$ cat src/rtl/alarm_scan_controller.sv
// Alarm scan controller: one shared comparator walks the enabled alarm slots
// on each minute update, then sequences ring / snooze / auto-off.
module alarm_scan_controller #(
    parameter int TIME_W      = 13,
    parameter int NUM_ALARMS  = 7,
    parameter int RING_SECS   = 60,
    parameter int SNOOZE_SECS = 300
) (
    input  logic                  clk,
    input  logic                  reset,
    input  logic                  minute_tick,
    input  logic                  sec_tick,
    input  logic [TIME_W-1:0]     CT,
    input  logic [NUM_ALARMS-1:0] alarm_en,
    output logic [2:0]            slot_sel,
    input  logic [TIME_W-1:0]     slot_time,
    input  logic                  stop,
    input  logic                  snooze,
    output logic                  AA,
    output logic [2:0]            active_slot,
    output logic                  scan_busy
);

    localparam int RW = $clog2(RING_SECS + 1);
    localparam int SW = $clog2(SNOOZE_SECS + 1);

    localparam logic [RW-1:0] RING_INIT = RW'(RING_SECS);
    localparam logic [SW-1:0] SNZ_INIT  = SW'(SNOOZE_SECS);
    localparam logic [RW-1:0] R_ONE     = RW'(1);
    localparam logic [SW-1:0] S_ONE     = SW'(1);
    localparam logic [2:0]    LAST_IDX  = 3'(NUM_ALARMS - 1);

    typedef enum logic [1:0] {
        S_IDLE,
        S_SCAN,
        S_RING,
        S_SNOOZE
    } state_t;

    state_t          r_state;
    state_t          w_state_nxt;
    logic [2:0]      r_idx;
    logic [2:0]      w_idx_nxt;
    logic [2:0]      r_active;
    logic [2:0]      w_active_nxt;
    logic [RW-1:0]   r_ring_cnt;
    logic [RW-1:0]   w_ring_nxt;
    logic [SW-1:0]   r_snz_cnt;
    logic [SW-1:0]   w_snz_nxt;
    logic            r_aa;
    logic            w_match;
    logic            w_slot_on;
    logic            w_cancel;

    assign w_match   = alarm_en[r_idx] && (slot_time == CT);
    assign w_slot_on = alarm_en[r_active];
    assign w_cancel  = !w_slot_on || stop;

    always_ff @(posedge clk or posedge reset) begin
        if (reset) begin
            r_state    <= S_IDLE;
            r_idx      <= '0;
            r_active   <= '0;
            r_ring_cnt <= '0;
            r_snz_cnt  <= '0;
            r_aa       <= 1'b0;
        end else begin
            r_state    <= w_state_nxt;
            r_idx      <= w_idx_nxt;
            r_active   <= w_active_nxt;
            r_ring_cnt <= w_ring_nxt;
            r_snz_cnt  <= w_snz_nxt;
            r_aa       <= (w_state_nxt == S_RING);
        end
    end

    always_comb begin
        w_state_nxt  = r_state;
        w_idx_nxt    = r_idx;
        w_active_nxt = r_active;
        w_ring_nxt   = r_ring_cnt;
        w_snz_nxt    = r_snz_cnt;
        unique case (r_state)
            S_IDLE: begin
                w_idx_nxt = '0;
                if (minute_tick) begin
                    w_state_nxt = S_SCAN;
                end
            end
            S_SCAN: begin
                // a fresh minute restarts the walk against the new CT
                if (minute_tick) begin
                    w_idx_nxt = '0;
                end else if (w_match) begin
                    w_state_nxt  = S_RING;
                    w_active_nxt = r_idx;
                    w_ring_nxt   = RING_INIT;
                    w_idx_nxt    = '0;
                end else if (r_idx == LAST_IDX) begin
                    w_state_nxt = S_IDLE;
                    w_idx_nxt   = '0;
                end else begin
                    w_idx_nxt = r_idx + 3'd1;
                end
            end
            S_RING: begin
                if (w_cancel) begin
                    w_state_nxt = S_IDLE;
                end else if (snooze) begin
                    w_state_nxt = S_SNOOZE;
                    w_snz_nxt   = SNZ_INIT;
                end else if (sec_tick) begin
                    if (r_ring_cnt != '0) w_ring_nxt = r_ring_cnt - R_ONE;
                    if (r_ring_cnt == R_ONE) w_state_nxt = S_IDLE;
                end
            end
            S_SNOOZE: begin
                if (w_cancel) begin
                    w_state_nxt = S_IDLE;
                end else if (sec_tick) begin
                    if (r_snz_cnt != '0) w_snz_nxt = r_snz_cnt - S_ONE;
                    if (r_snz_cnt == S_ONE) begin
                        w_state_nxt = S_RING;
                        w_ring_nxt  = RING_INIT;
                    end
                end
            end
            default: w_state_nxt = S_IDLE;
        endcase
    end

    always_comb begin
        slot_sel    = '0;
        scan_busy   = 1'b0;
        AA          = r_aa;
        active_slot = r_active;
        if (r_state == S_SCAN) begin
            slot_sel  = r_idx;
            scan_busy = 1'b1;
        end
    end

endmodule
$ cat config.mk
export PLATFORM = sky130hd
export DESIGN_NAME = alarm_scan_controller
export DESIGN_NICKNAME = d
export VERILOG_FILES = /design/src/rtl/alarm_scan_controller.sv
export SDC_FILE = /design/constraint.sdc
export NUM_CORES = 1
export LEC_CHECK = 0
export ABC_AREA = 1
export BUFFER_PORTS_ARGS = -buffer_cell sky130_fd_sc_hd__buf_2
export CAP_MARGIN = 40
export CORE_MARGIN = 2
export CORE_UTILIZATION = 55
export DETAILED_ROUTE_END_ITERATION = 12
export PLACE_DENSITY = 0.79
export SYNTH_ARGS = -nofsm -noshare
export SYNTH_HDL_FRONTEND = slang
export SYNTH_SLANG_ARGS = --single-unit
$ cat constraint.sdc
create_clock -name clk -period 2.3 [get_ports clk]
set_input_delay 0.115 -clock clk [delete_from_list [all_inputs] [get_ports clk]]
set_output_delay 0.115 -clock clk [all_outputs]
set_load 0.01 [all_outputs]
---- After elaboration in Yosys (flattened, before gate mapping) ----
Index checks and enable logic that the tools add are counted.
operators by class
  reductions and logical operators ........ 12
  $lt $le $gt $ge ......................... 2
  add/subtract/negate cells ............... 3
  bitwise operators ....................... 1
  equal/unequal tests ..................... 19
  muxes and demuxes ....................... 38
operators by type and width
  operator             number
  $mux 6               9
  $mux 9               5
  $mux 2               11
  $ne 2x2->1 const B   11
  $pmux 6 s3           1
  $pmux 9 s2           1
  $eq 13x13->1         1
  $mux 3               4
  $reduce_and 10->1    1
  $eq 9x1->1 const B   1
  $reduce_bool 9->1    1
  $sub 9x1->9 const B  1
  $lt 3x4->1 const B   2
  $pmux 2 s4           1
  $bmux 1 s3           2
  $eq 2x2->1 const B   3
  $eq 6x1->1 const B   1
  $pmux 3 s2           1
  $reduce_and 6->1     1
  $reduce_bool 6->1    1
  $sub 6x1->6 const B  1
  $reduce_bool 2->1    2
  $add 3x1->3 const B  1
  $eq 3x3->1 const B   1
  9 further kinds      11
storage, ports and cells
  bits of input ports ..................... 39
  register bits after elaboration ......... 24
  word-level logic and storage cells ...... 81
  output and inout port bits .............. 8

---- Logic depth before layout (Yosys ltp) ----
  depth in word-level cells ............... 7
  depth in mapped cells ................... 13
  depth with buffers taken out ............ 12

---- Worst setup path after synthesis ----
OpenSTA, ideal clock, no wires.
  kind .................................... register -> register
  start ................................... reg r_snz_cnt[1]
  end ..................................... reg r_ring_cnt[1]
  setup time .............................. 0.117 ns
  setup slack ............................. 0.766 ns
  arrival ................................. 1.417 ns
  path buffers ............................ 0
  stages on the path, launching flop included .. 12
  required time ........................... 2.183 ns
  clock period less this slack ............ 1.534 ns
  cell sequence ........................... dfrtp_1 -> inv_1 -> ha_1 -> inv_1 -> nor2_1 -> nand4_1 -> nand2_1 -> nand3_1 -> a21oi_2 -> nand2_2 -> nand2_1 -> nand2_1
on the way
  word-level cells in the longest chain between the ends .. 3
RTL lines
  what                         line  source
  start: declaration           48    logic [SW-1:0] r_snz_cnt;
  start signal: assignment     72    r_snz_cnt <= w_snz_nxt;
  $eq 9x1->1                   122   if (r_snz_cnt == S_ONE) begin
  $ne 2x2->1 (no line)         --
  $reduce_and 10->1 (no line)  --
  end signal: assignment       71    r_ring_cnt <= w_ring_nxt;
  end: declaration             46    logic [RW-1:0] r_ring_cnt;
Every way passes these cells.
A chain may end at the register's enable or synchronous reset.

---- Worst setup path in the final report ----
  start ................................... reg r_idx[0]
  end ..................................... reg r_ring_cnt[5]
on the way
  word-level cells in the longest chain between the ends .. 5
RTL lines
  what                          line  source
  start: declaration            42    logic [2:0] r_idx;
  start signal: assignment      69    r_idx <= w_idx_nxt;
  $bmux 1 s3                    55    assign w_match = alarm_en[r_idx] && (slot_time == CT);
  $mux 1 (implied by the code)  55
  $logic_and 1x1->1             55
  $ne 2x2->1 (no line)          --
  $reduce_and 10->1 (no line)   --
Every way passes these cells. The select of a mux whose other input is x is not followed.

==> impl_results.md <==
* Run status: finished, final reports clean
* Ys Warns at 0
* Syn_nets at between 300 and 400
* Worst path slowest cell: dfrtp_1
* Unrepaired setup endpoints after global routing: no
* Layout area overhead at 17.0%
* Max-Cap Viols at 0
* CTS max path bufs at 2
* Most frequent cells in the layout: nand2_1 (95), buf_2 (46), inv_1 (44), nor2_1 (33), nand3_1 (30)
* Hold violation total from the final report at 0
* Core Footprint at about 3400 sq um
* Number of port buffers at 46
* HPWL Detailed at between 3000 and 4000 um
* Total Power at about 1.3 mW
* Row count at 21
* WL final at approximately 4100 um
* Most Frequent Cell on Critical Path: nand2_1
* Total GRT Usage at between 20% and 30%
* Tmin final at around 1.8 ns
* Layout fillers at just over 300
* Worst slew pin tran at 0.448 ns
* Share of cells above drive strength 1 at about a quarter
* Pin count of the biggest net entering global routing at 17
* Yosys cell types at 32
* Netlist Area Pre-Place at about 2000 sq um
* Final setup fails at 0
* Routed length per placed instance at 10.5 um
* Worst setup EP type: register
* Clock transition at the registers of the reported paths at roughly 0.15 ns
* Post-synthesis sequential area ratio at between 30% and 40%
* Antenna Nets Post-Route at 0
* Most common cell after layout, fill and taps aside: nand2_1
* Syn Inst Count at approximately 300
* CP Data Arrival Time at just over 2 ns
* Gr ovfl total at 0
* Worst Skew at 0.0168 ns
* Flop2flop setup slack at ~0.49 ns
* Syn Area/Cell at roughly 6.5 sq um
* Leakage power at 1.28 nW
* CP required at 2.53 ns
* Setup crit start kind: register
* Clock Latency Late Sink at around 0.34 ns
* Chip height at approximately 64 um
* Clock Sinks at 24
* Antenna violations before repair at 0
* PwrDens at approximately 570 nW/um^2
* Peak supply drop at 0.000572 V
* First-pass DRT Iterations at 4
* Die W at roughly 64 um
* H-Tree Depth at 1
* Max Slew Vio Count at 0
* CP Cell Sequence: inv_2 > nand2_1 > nand2_1 > nand2_1 > nand2_1 > nand2_1 > nand2_1 > nand3_2 > nand2_1 > nand2_2 > nand2_1 > nand2_1
* Fmax at around 550 MHz
* Slew headroom at a little over two thirds
* Crit Path Category: reg -> reg
* Inserted Clock Buffers at 3
* Root buffer cell: clkbuf_4
* DRT iter0 DRCs at about 180
* Drt drc at 0
* Post-route setup TNS at 0 ns
* GPL Wtd Cong at roughly 0.85
* Final period util at approximately four fifths
* Hold Path Class: in -> reg
* CTS tree: done
* First-pass GRT wire length at between 7000 and 8000 um
* #FFs+latches synth at 24
* Die area at between 4000 and 5000 sq um
* Vias in the first global route at between 1500 and 2000
* I/O Pins at 47
* Drt via density at approximately 5.0
* Max incr delay on CP at 0.54 ns
* Layout net count at slightly below 400
* Worst Path Max Fanout at 10
* Inserted Diodes at 0
* Via Count at between 1500 and 2000
* Starting Density at between 50% and 60%
==> what timing repair did <==
item | CTS | global route
endpoints found under the hold margin | 8 | 0
setup buffers | 0 | 0
resized for setup | 0 | 0
hold buffers | 1 | 0
==> critical path, delay by kind of cell, from the launching register on <==
kind	cells	cell delay, ns
flip-flops	1	0.54
buffers and inverters	1	0.16
AND/OR/NAND/NOR	11	1.02
==> per-stage QoR <==
stage                     cell area, sq um  hold WS (ns)  worst slack (ns)  utilization (%)  std cells
final                                 2300        0.0216             0.486             67.8        396
after global routing                  2300       0.00490             0.283             67.8        396
after CTS                             2300       0.00854             0.521             67.8        396
after detailed placement              2240         0.136             0.574             66.0        391
after global placement                2210         0.348             0.561             65.2        390
after floorplan                       1970         0.130             0.766                -        302
==> cell families after synthesis <==
group	count (synthesis)	synth area share, %
and+or+nand+nor	184	41.4
buffers and inverters	55	12.2
xor gates and xnor gates	10	4.46
adders and majority gates	6	3.82
AOI/OAI and AO/OA	23	7.51
DFF	24	30.6
==> synth_stat cells <==
| master | n | area, sq um |
|---|---|---|
| nand2_1 | 95 | 357 |
| inv_1 | 44 | 165 |
| nor2_1 | 33 | 124 |
| nand3_1 | 30 | 150 |
| dfrtp_1 | 24 | 601 |
| o21ai_2 | 7 | 61.3 |
| ha_1 | 6 | 75.1 |
| nand2_2 | 6 | 37.5 |
| o21ai_0 | 6 | 30.0 |
| inv_2 | 5 | 18.8 |
| or2_2 | 5 | 31.3 |
| xnor2_1 | 5 | 43.8 |
| xor2_1 | 5 | 43.8 |
| a21oi_1 | 4 | 20.0 |
| nor3_1 | 4 | 20.0 |
| o21ai_1 | 3 | 15.0 |
| inv_4 | 2 | 12.5 |
| nand4_1 | 2 | 12.5 |
| nor2_2 | 2 | 12.5 |
| nor2_4 | 2 | 22.5 |
| a21oi_2 | 1 | 8.76 |
| a31oi_1 | 1 | 6.26 |
| buf_12 | 1 | 20.0 |
| buf_2 | 1 | 5.00 |
| buf_4 | 1 | 7.51 |
| buf_6 | 1 | 11.3 |
| nand2_4 | 1 | 11.3 |
| nand3_2 | 1 | 10.0 |
| nand3b_1 | 1 | 7.51 |
| nor4_1 | 1 | 6.26 |
| nor4_2 | 1 | 12.5 |
| o22ai_1 | 1 | 6.26 |
==> power breakdown <==
group | internal [mW] | switching, mW | leakage (nW) | total [mW]
combinational | 0.175 | 0.229 | 0.960 | 0.404
sequential | 0.483 | 0.100 | 0.288 | 0.583
clock | 0.177 | 0.139 | 0.0279 | 0.316
==> sequential cells by signal, indices dropped and copies added, names as in the netlist <==
register	cells
AA	1
active_slot	3
r_idx	3
r_ring_cnt	6
r_snz_cnt	9
r_state	2
==> path summary, 6_finish.rpt <==
kind,start,to,cells past startpoint
worst max-delay path,r_idx[0],r_ring_cnt[5],12
max in group asynchronous,reset,r_ring_cnt[3],4
worst max register to register,r_idx[0],r_ring_cnt[5],12
worst min register to register,r_ring_cnt[1],r_ring_cnt[1],2
worst min-delay path,minute_tick,r_state[0],3
min in group asynchronous,reset,r_idx[1],3
==> area by class of cell <==
class | count | area [sq um] | area share (%)
multi-input cells | 223 | 1120 | 48.9
flip-flops and latches | 24 | 601 | 26.1
repair buffers | 48 | 268 | 11.6
inverters | 51 | 196 | 8.54
well taps | 46 | 57.6 | 2.50
clock inverters | 1 | 30.0 | 1.31
clock buffers | 3 | 22.5 | 0.979
==> routing by layer <==
layer  GRT usage [%]  up-vias  part of all wire (%)
li1                -     1030                     -
met1            28.3      881                    46
met2            37.1       49                    49
met3            3.87        4                   4.4
met4            7.88        0                  0.82
met5               0        -                     0
(Power assumes the default switching activity.)
